--- config.mk ---
export PLATFORM = sky130hd
export DESIGN_NAME = dmem_arbiter
export DESIGN_NICKNAME = d
export VERILOG_FILES = /design/src/rtl/dmem_arbiter.sv
export SDC_FILE = /design/constraint.sdc
export NUM_CORES = 1
export LEC_CHECK = 0
export CORE_AREA = 2 2 110 112
export DETAILED_ROUTE_END_ITERATION = 16
export DIE_AREA = 0 0 112 114
export HOLD_SLACK_MARGIN = 0.1
export PLACE_DENSITY = 0.57
export SLEW_MARGIN = 20
export SYNTH_ARGS = -nofsm -noshare
export SYNTH_HDL_FRONTEND = slang
export SYNTH_SLANG_ARGS = --single-unit
export TNS_END_PERCENT = 50
--- constraint.sdc ---
create_clock -name clk -period 2.9 [get_ports clk]
set_input_delay 0.435 -clock clk [delete_from_list [all_inputs] [get_ports clk]]
set_output_delay 0.435 -clock clk [all_outputs]
set_load 0.02 [all_outputs]
--- src/rtl/dmem_arbiter.sv ---
// Round-robin arbiter sharing one data-RAM port among NUM_PORTS masters, one transaction in flight.
// Optional DMEM_ARB_RANGE_CHECK_EN: out-of-range accesses skip the RAM and complete with m_err.
module dmem_arbiter #(
    parameter int unsigned NUM_PORTS  = 2,
    parameter int unsigned DMEM_SIZE  = 512,
    parameter int unsigned RD_LATENCY = 1
) (
    input  logic                      clk,
    input  logic                      rst,
    input  logic [NUM_PORTS-1:0]      m_req,
    input  logic [NUM_PORTS-1:0]      m_we,
    input  logic [32*NUM_PORTS-1:0]   m_addr,
    input  logic [32*NUM_PORTS-1:0]   m_wdata,
    input  logic [4*NUM_PORTS-1:0]    m_be,
    output logic [NUM_PORTS-1:0]      m_gnt,
    output logic [NUM_PORTS-1:0]      m_rvalid,
    output logic [NUM_PORTS-1:0]      m_err,
    output logic [31:0]               m_rdata,
    output logic                      mem_req,
    output logic                      mem_we,
    output logic [31:0]               mem_addr,
    output logic [31:0]               mem_wdata,
    output logic [3:0]                mem_be,
    input  logic [31:0]               mem_rdata
);

    localparam int unsigned IDX_W = (NUM_PORTS > 1) ? $clog2(NUM_PORTS) : 1;
    localparam int unsigned CNT_W = 2;

    typedef enum logic {
        ST_IDLE,
        ST_BUSY
    } state_e;

    if (NUM_PORTS < 2 || NUM_PORTS > 8) begin : g_bad_ports
        $error("dmem_arbiter: NUM_PORTS must be 2..8");
    end
    if (RD_LATENCY < 1 || RD_LATENCY > 4) begin : g_bad_latency
        $error("dmem_arbiter: RD_LATENCY must be 1..4");
    end
    if (DMEM_SIZE == 0) begin : g_bad_size
        $error("dmem_arbiter: DMEM_SIZE must be non-zero");
    end

    state_e                 state_q, state_d;
    logic [CNT_W-1:0]       cnt_q, cnt_d;
    logic [IDX_W-1:0]       rr_ptr_q, rr_ptr_d;
    logic [IDX_W-1:0]       pend_idx_q, pend_idx_d;
    logic                   pend_err_q, pend_err_d;
    logic [NUM_PORTS-1:0]   m_rvalid_q, m_rvalid_d;
    logic [NUM_PORTS-1:0]   m_err_q, m_err_d;

    logic                   arb_en;
    logic                   win_found;
    logic [IDX_W-1:0]       win_idx;
    logic                   grant;
    logic                   addr_err;
    logic                   mem_access;
    logic                   sel_we;
    logic [31:0]            sel_addr;
    logic [31:0]            sel_wdata;
    logic [3:0]             sel_be;
    logic                   done_next;
    logic [IDX_W-1:0]       done_idx;
    logic                   done_err;

    // Rotating priority: first requester at or above rr_ptr, else lowest requester below it.
    always_comb begin
        win_found = 1'b0;
        win_idx   = '0;
        for (int j = 0; j < int'(NUM_PORTS); j++) begin
            if (!win_found && m_req[j] && (IDX_W'(j) >= rr_ptr_q)) begin
                win_found = 1'b1;
                win_idx   = IDX_W'(j);
            end
        end
        for (int j = 0; j < int'(NUM_PORTS); j++) begin
            if (!win_found && m_req[j]) begin
                win_found = 1'b1;
                win_idx   = IDX_W'(j);
            end
        end
        arb_en = !rst && ((state_q == ST_IDLE) || (cnt_q == '0));
        grant  = arb_en && win_found;
    end

    always_comb begin
        sel_we    = 1'b0;
        sel_addr  = '0;
        sel_wdata = '0;
        sel_be    = '0;
        m_gnt     = '0;
        for (int j = 0; j < int'(NUM_PORTS); j++) begin
            if (IDX_W'(j) == win_idx) begin
                sel_we    = m_we[j];
                sel_addr  = m_addr[32*j +: 32];
                sel_wdata = m_wdata[32*j +: 32];
                sel_be    = m_be[4*j +: 4];
                m_gnt[j]  = grant;
            end
        end
    end

`ifdef DMEM_ARB_RANGE_CHECK_EN
    assign addr_err = (sel_addr >= 32'(DMEM_SIZE));
`else
    assign addr_err = 1'b0;
`endif

    assign mem_access = grant && !addr_err;
    assign mem_req    = mem_access;
    assign mem_we     = mem_access && sel_we;
    assign mem_addr   = mem_access ? sel_addr  : '0;
    assign mem_wdata  = mem_access ? sel_wdata : '0;
    assign mem_be     = mem_access ? sel_be    : '0;

    // Next state; the completion strobe is set one cycle ahead so it leaves a flop at T+RD_LATENCY.
    always_comb begin
        state_d    = state_q;
        cnt_d      = cnt_q;
        rr_ptr_d   = rr_ptr_q;
        pend_idx_d = pend_idx_q;
        pend_err_d = pend_err_q;
        done_next  = 1'b0;
        done_idx   = pend_idx_q;
        done_err   = pend_err_q;
        m_rvalid_d = '0;
        m_err_d    = '0;

        if (grant) begin
            state_d    = ST_BUSY;
            cnt_d      = CNT_W'(RD_LATENCY - 1);
            rr_ptr_d   = (32'(win_idx) == NUM_PORTS - 1) ? '0 : win_idx + IDX_W'(1);
            pend_idx_d = win_idx;
            pend_err_d = addr_err;
            done_next  = (RD_LATENCY == 1);
            done_idx   = win_idx;
            done_err   = addr_err;
        end else if (state_q == ST_BUSY) begin
            if (cnt_q == '0) begin
                state_d = ST_IDLE;
            end else begin
                cnt_d     = cnt_q - CNT_W'(1);
                done_next = (cnt_q == CNT_W'(1));
            end
        end

        for (int j = 0; j < int'(NUM_PORTS); j++) begin
            if (done_next && (IDX_W'(j) == done_idx)) begin
                m_rvalid_d[j] = 1'b1;
                m_err_d[j]    = done_err;
            end
        end
    end

    always_ff @(posedge clk or posedge rst) begin
        if (rst) begin
            state_q    <= ST_IDLE;
            cnt_q      <= '0;
            rr_ptr_q   <= '0;
            pend_idx_q <= '0;
            pend_err_q <= 1'b0;
            m_rvalid_q <= '0;
            m_err_q    <= '0;
        end else begin
            state_q    <= state_d;
            cnt_q      <= cnt_d;
            rr_ptr_q   <= rr_ptr_d;
            pend_idx_q <= pend_idx_d;
            pend_err_q <= pend_err_d;
            m_rvalid_q <= m_rvalid_d;
            m_err_q    <= m_err_d;
        end
    end

    assign m_rvalid = m_rvalid_q;
    assign m_err    = m_err_q;
    assign m_rdata  = ((|m_rvalid_q) && !(|m_err_q)) ? mem_rdata : '0;

endmodule

==> results.toml <==
[timing]
fin_hold_ws_ns = 0.505
slew_headroom_pct = 80.8
tightest_slew_ns = 0.283
final.period_utilization_pct = 94.8
setup_violations = 0
setup-tns-final_ns = 0
rsz0062_at_grt = "no"
hold_viol = 0
layout_setup_ws_ns = 0.152
period_needed_ns = 2.75
final_max_slew_viol_count = 0
fmax_ghz = 0.364
finClkSkew_ns = 0.00299

[route]
num_vias = 2448
vias_per_cell = 4.16
drc = 0
wl_per_cell_um = 14.6
drt_pass1_iterations = 4
wl_um = 8590
drtIter0Drc = 69
ant_nets = 0

[pwr]
peakVddDrop_mv = 0.145
power.share.clock_pct = 23.3
seqPwrFrac_pct = 12.9
p_leak_nw = 2.39
p_int_uw = 807
power.switching_uw = 382
powerDensity_nw_per_um2 = 260
p_comb_share_pct = 63.9
switching_share_pct = 32.2

[floorplan]
start_util_pct = 12.0
fp-row-count = 40
io_pins = 282
die_h_um = 114
die_area_um2 = 12800
die-width_um = 112
coreArea_um2 = 11700

[yosys]
synth-simple-area-share_pct = 19.9
synth_fa_ha_area_share_pct = 1.77
synth_top_family_by_area = "compound AO/OA/AOI/OAI gates"
synth_top_cell_by_area = "a22o_1"
post_synth.cell_area_avg_um2 = 8.76
synth-seq-area-share_pct = 17.7
synth_fp_nets = 337
yosysUniqueCellTypes = 25
synth_compound_area_share_pct = 50.1
synth.top_cells.by_count = "a22o_1 (66), and2_1 (33), clkbuf_1 (11), dfrtp_1 (10), buf_6 (7)"
yosysWarnings = 0
synthXorXnorAreaFrac_pct = 0
ys_ff_latch = 10
netlist.area_leader.share_pct = 41.0
ys_top_cells_by_area = "a22o_1 (41%), dfrtp_1 (18%), and2_1 (15%)"
synthFlopType = "dfrtp_1"
synthCells = 161
synth_mux_area_share_pct = 0
post-synth-top-count-cell = "a22o_1"
syn_area_um2 = 1410
synth_edf_count = 0
async_reset_ff_share_pct = 100

[cells_and_area]
fin_util_pct = 39.0
nets = 618
fin_area_um2 = 4570
drive_above_1_share_pct = 7.03
diodes = 0
area_growth_pct = 224

[clock_tree]
worstSkewPairLatency_ns = 0.24
clock-root-buffer = "clkbuf_16"
cts_made_buffers = 3
path_clk_slew_ns = 0.04
htreeDepth = 1
cts_tree = "built"
clockBufferDepth = 2
post_cts_buffers = 0
cts_sinks = 10

[place]
placed_cell_area_um2 = 4440
gp_congestion = 0.762
port-buffer-count = 281
place_ws_ns = -0.0201
dpl.hpwl_um = 7250

[worst_setup_path]
worstPathRequired_ns = 2.47
worst_ep_arrival_time_ns = 2.31
cp_max_fo = 27
critPathKind = "flop to output port"
cp-start-kind = "flop"
end_kind = "output port"

[grt]
grt_max_degree = 45
grt.total_usage_pct = 11.9
grt_overflow = 0
grt_antenna_before_repair = 0
grt_pass1_vias = 2437
grt_pass1_wl_um = 12300

[worst_hold_path]
hold_path.class = "flop to flop"

[run]
maxCapViolations = 0

[run_status]
outcome = "finished, final reports clean"
metal layers:
layer / vias up / global-route usage, % / routed length (um)
met5: - / 0 / 0
met4: 0 / 3.25 / 99
met3: 8 / 4.36 / 971
met2: 170 / 21.7 / 4360
met1: 1088 / 13.2 / 3160
li1: 1182 / - / -
stage by stage:
step,power (mW),instances
floorplan,0.463,161
global placement,0.953,584
detailed placement,0.955,584
CTS,1.21,588
global route,1.25,588
finish,1.19,588
cells by family (layout without fill, tap and decap cells):
family,count (synthesis),after routing
buffers and inverters,25,305
DFF,10,10
adders and majority gates,2,2
AOI/OAI and AO/OA,79,79
and+or+nand+nor,45,45
path summary, 6_finish.rpt:
check | depth (start not counted) | start | slack (ns) | endpoint
worst max-delay path | 6 | cnt_q[0] | 0.15 | m_gnt[0]
worst min-delay path | 1 | pend_err_q | 0.51 | pend_err_q
worst max register to register | 6 | cnt_q[0] | 1.13 | m_err[0]
worst min register to register | 1 | pend_err_q | 0.51 | pend_err_q
max in group asynchronous | 3 | rst | 2.11 | pend_err_q
min in group asynchronous | 3 | rst | 0.65 | rr_ptr_q
registers in the layout, summed over array words and instances, names as in the netlist:
register and cells:
m_err 2, pend_err_q 1, cnt_q 2, m_rvalid 2, pend_idx_q 1, rr_ptr_q 1
state_q 1
repair_timing:
item                       CTS  global route
setup endpoints to repair   60            32
gates resized for setup     37            32
hold buffers                 0             0
layout make-up:
| class | instances | area, um2 |
|---|---|---|
| fillers | 1199 | 7140 |
| repair buffers | 295 | 3000 |
| multi-input cells | 126 | 1020 |
| clock buffers | 4 | 88.8 |
| flip-flops and latches | 10 | 250 |
| inverters | 6 | 22.5 |
| well taps | 147 | 184 |
critical path, stage by stage, from the launching register on:
cell and delay [ns]:
dfrtp_1 0.37, inv_1 0.09, ha_1 0.22, nor2b_4 0.07, a2111oi_4 0.36, buf_6 0.28, clkdlybuf4s50_1 0.66
power by group through the flow:
stage               Clock, mW  Sequential [mW]  Combinational, mW
detailed placement          0            0.155              0.800
finish                  0.277            0.153              0.759
global route            0.288            0.154              0.803
global placement            0            0.155              0.798
floorplan                   0            0.156              0.307
CTS                     0.285            0.153              0.776
placed cells by master, fill, tap and decap left out:
cell type and count:
buf_12 4, o22ai_1 1, nand2_1 3, a2bb2oi_1 1, clkbuf_16 3, o21ai_0 2, dlygate4sd2_1 36, o2111a_2 1
ha_1 2, nor3_2 1, buf_6 1, or2_2 2, a22o_2 3, clkbuf_8 1, a21oi_1 1, nor2_1 2
a21o_2 1, dlymetal6s2s_1 32, o2111a_1 1, clkdlybuf4s50_1 212, a22o_1 66, or2b_1 1, dfrtp_1 10, nor2b_4 1
and2_1 33, or3_2 1, nor4b_1 1, a2111oi_4 1, o31a_2 1, inv_1 6, buf_4 10
(Power assumes the default switching activity.)
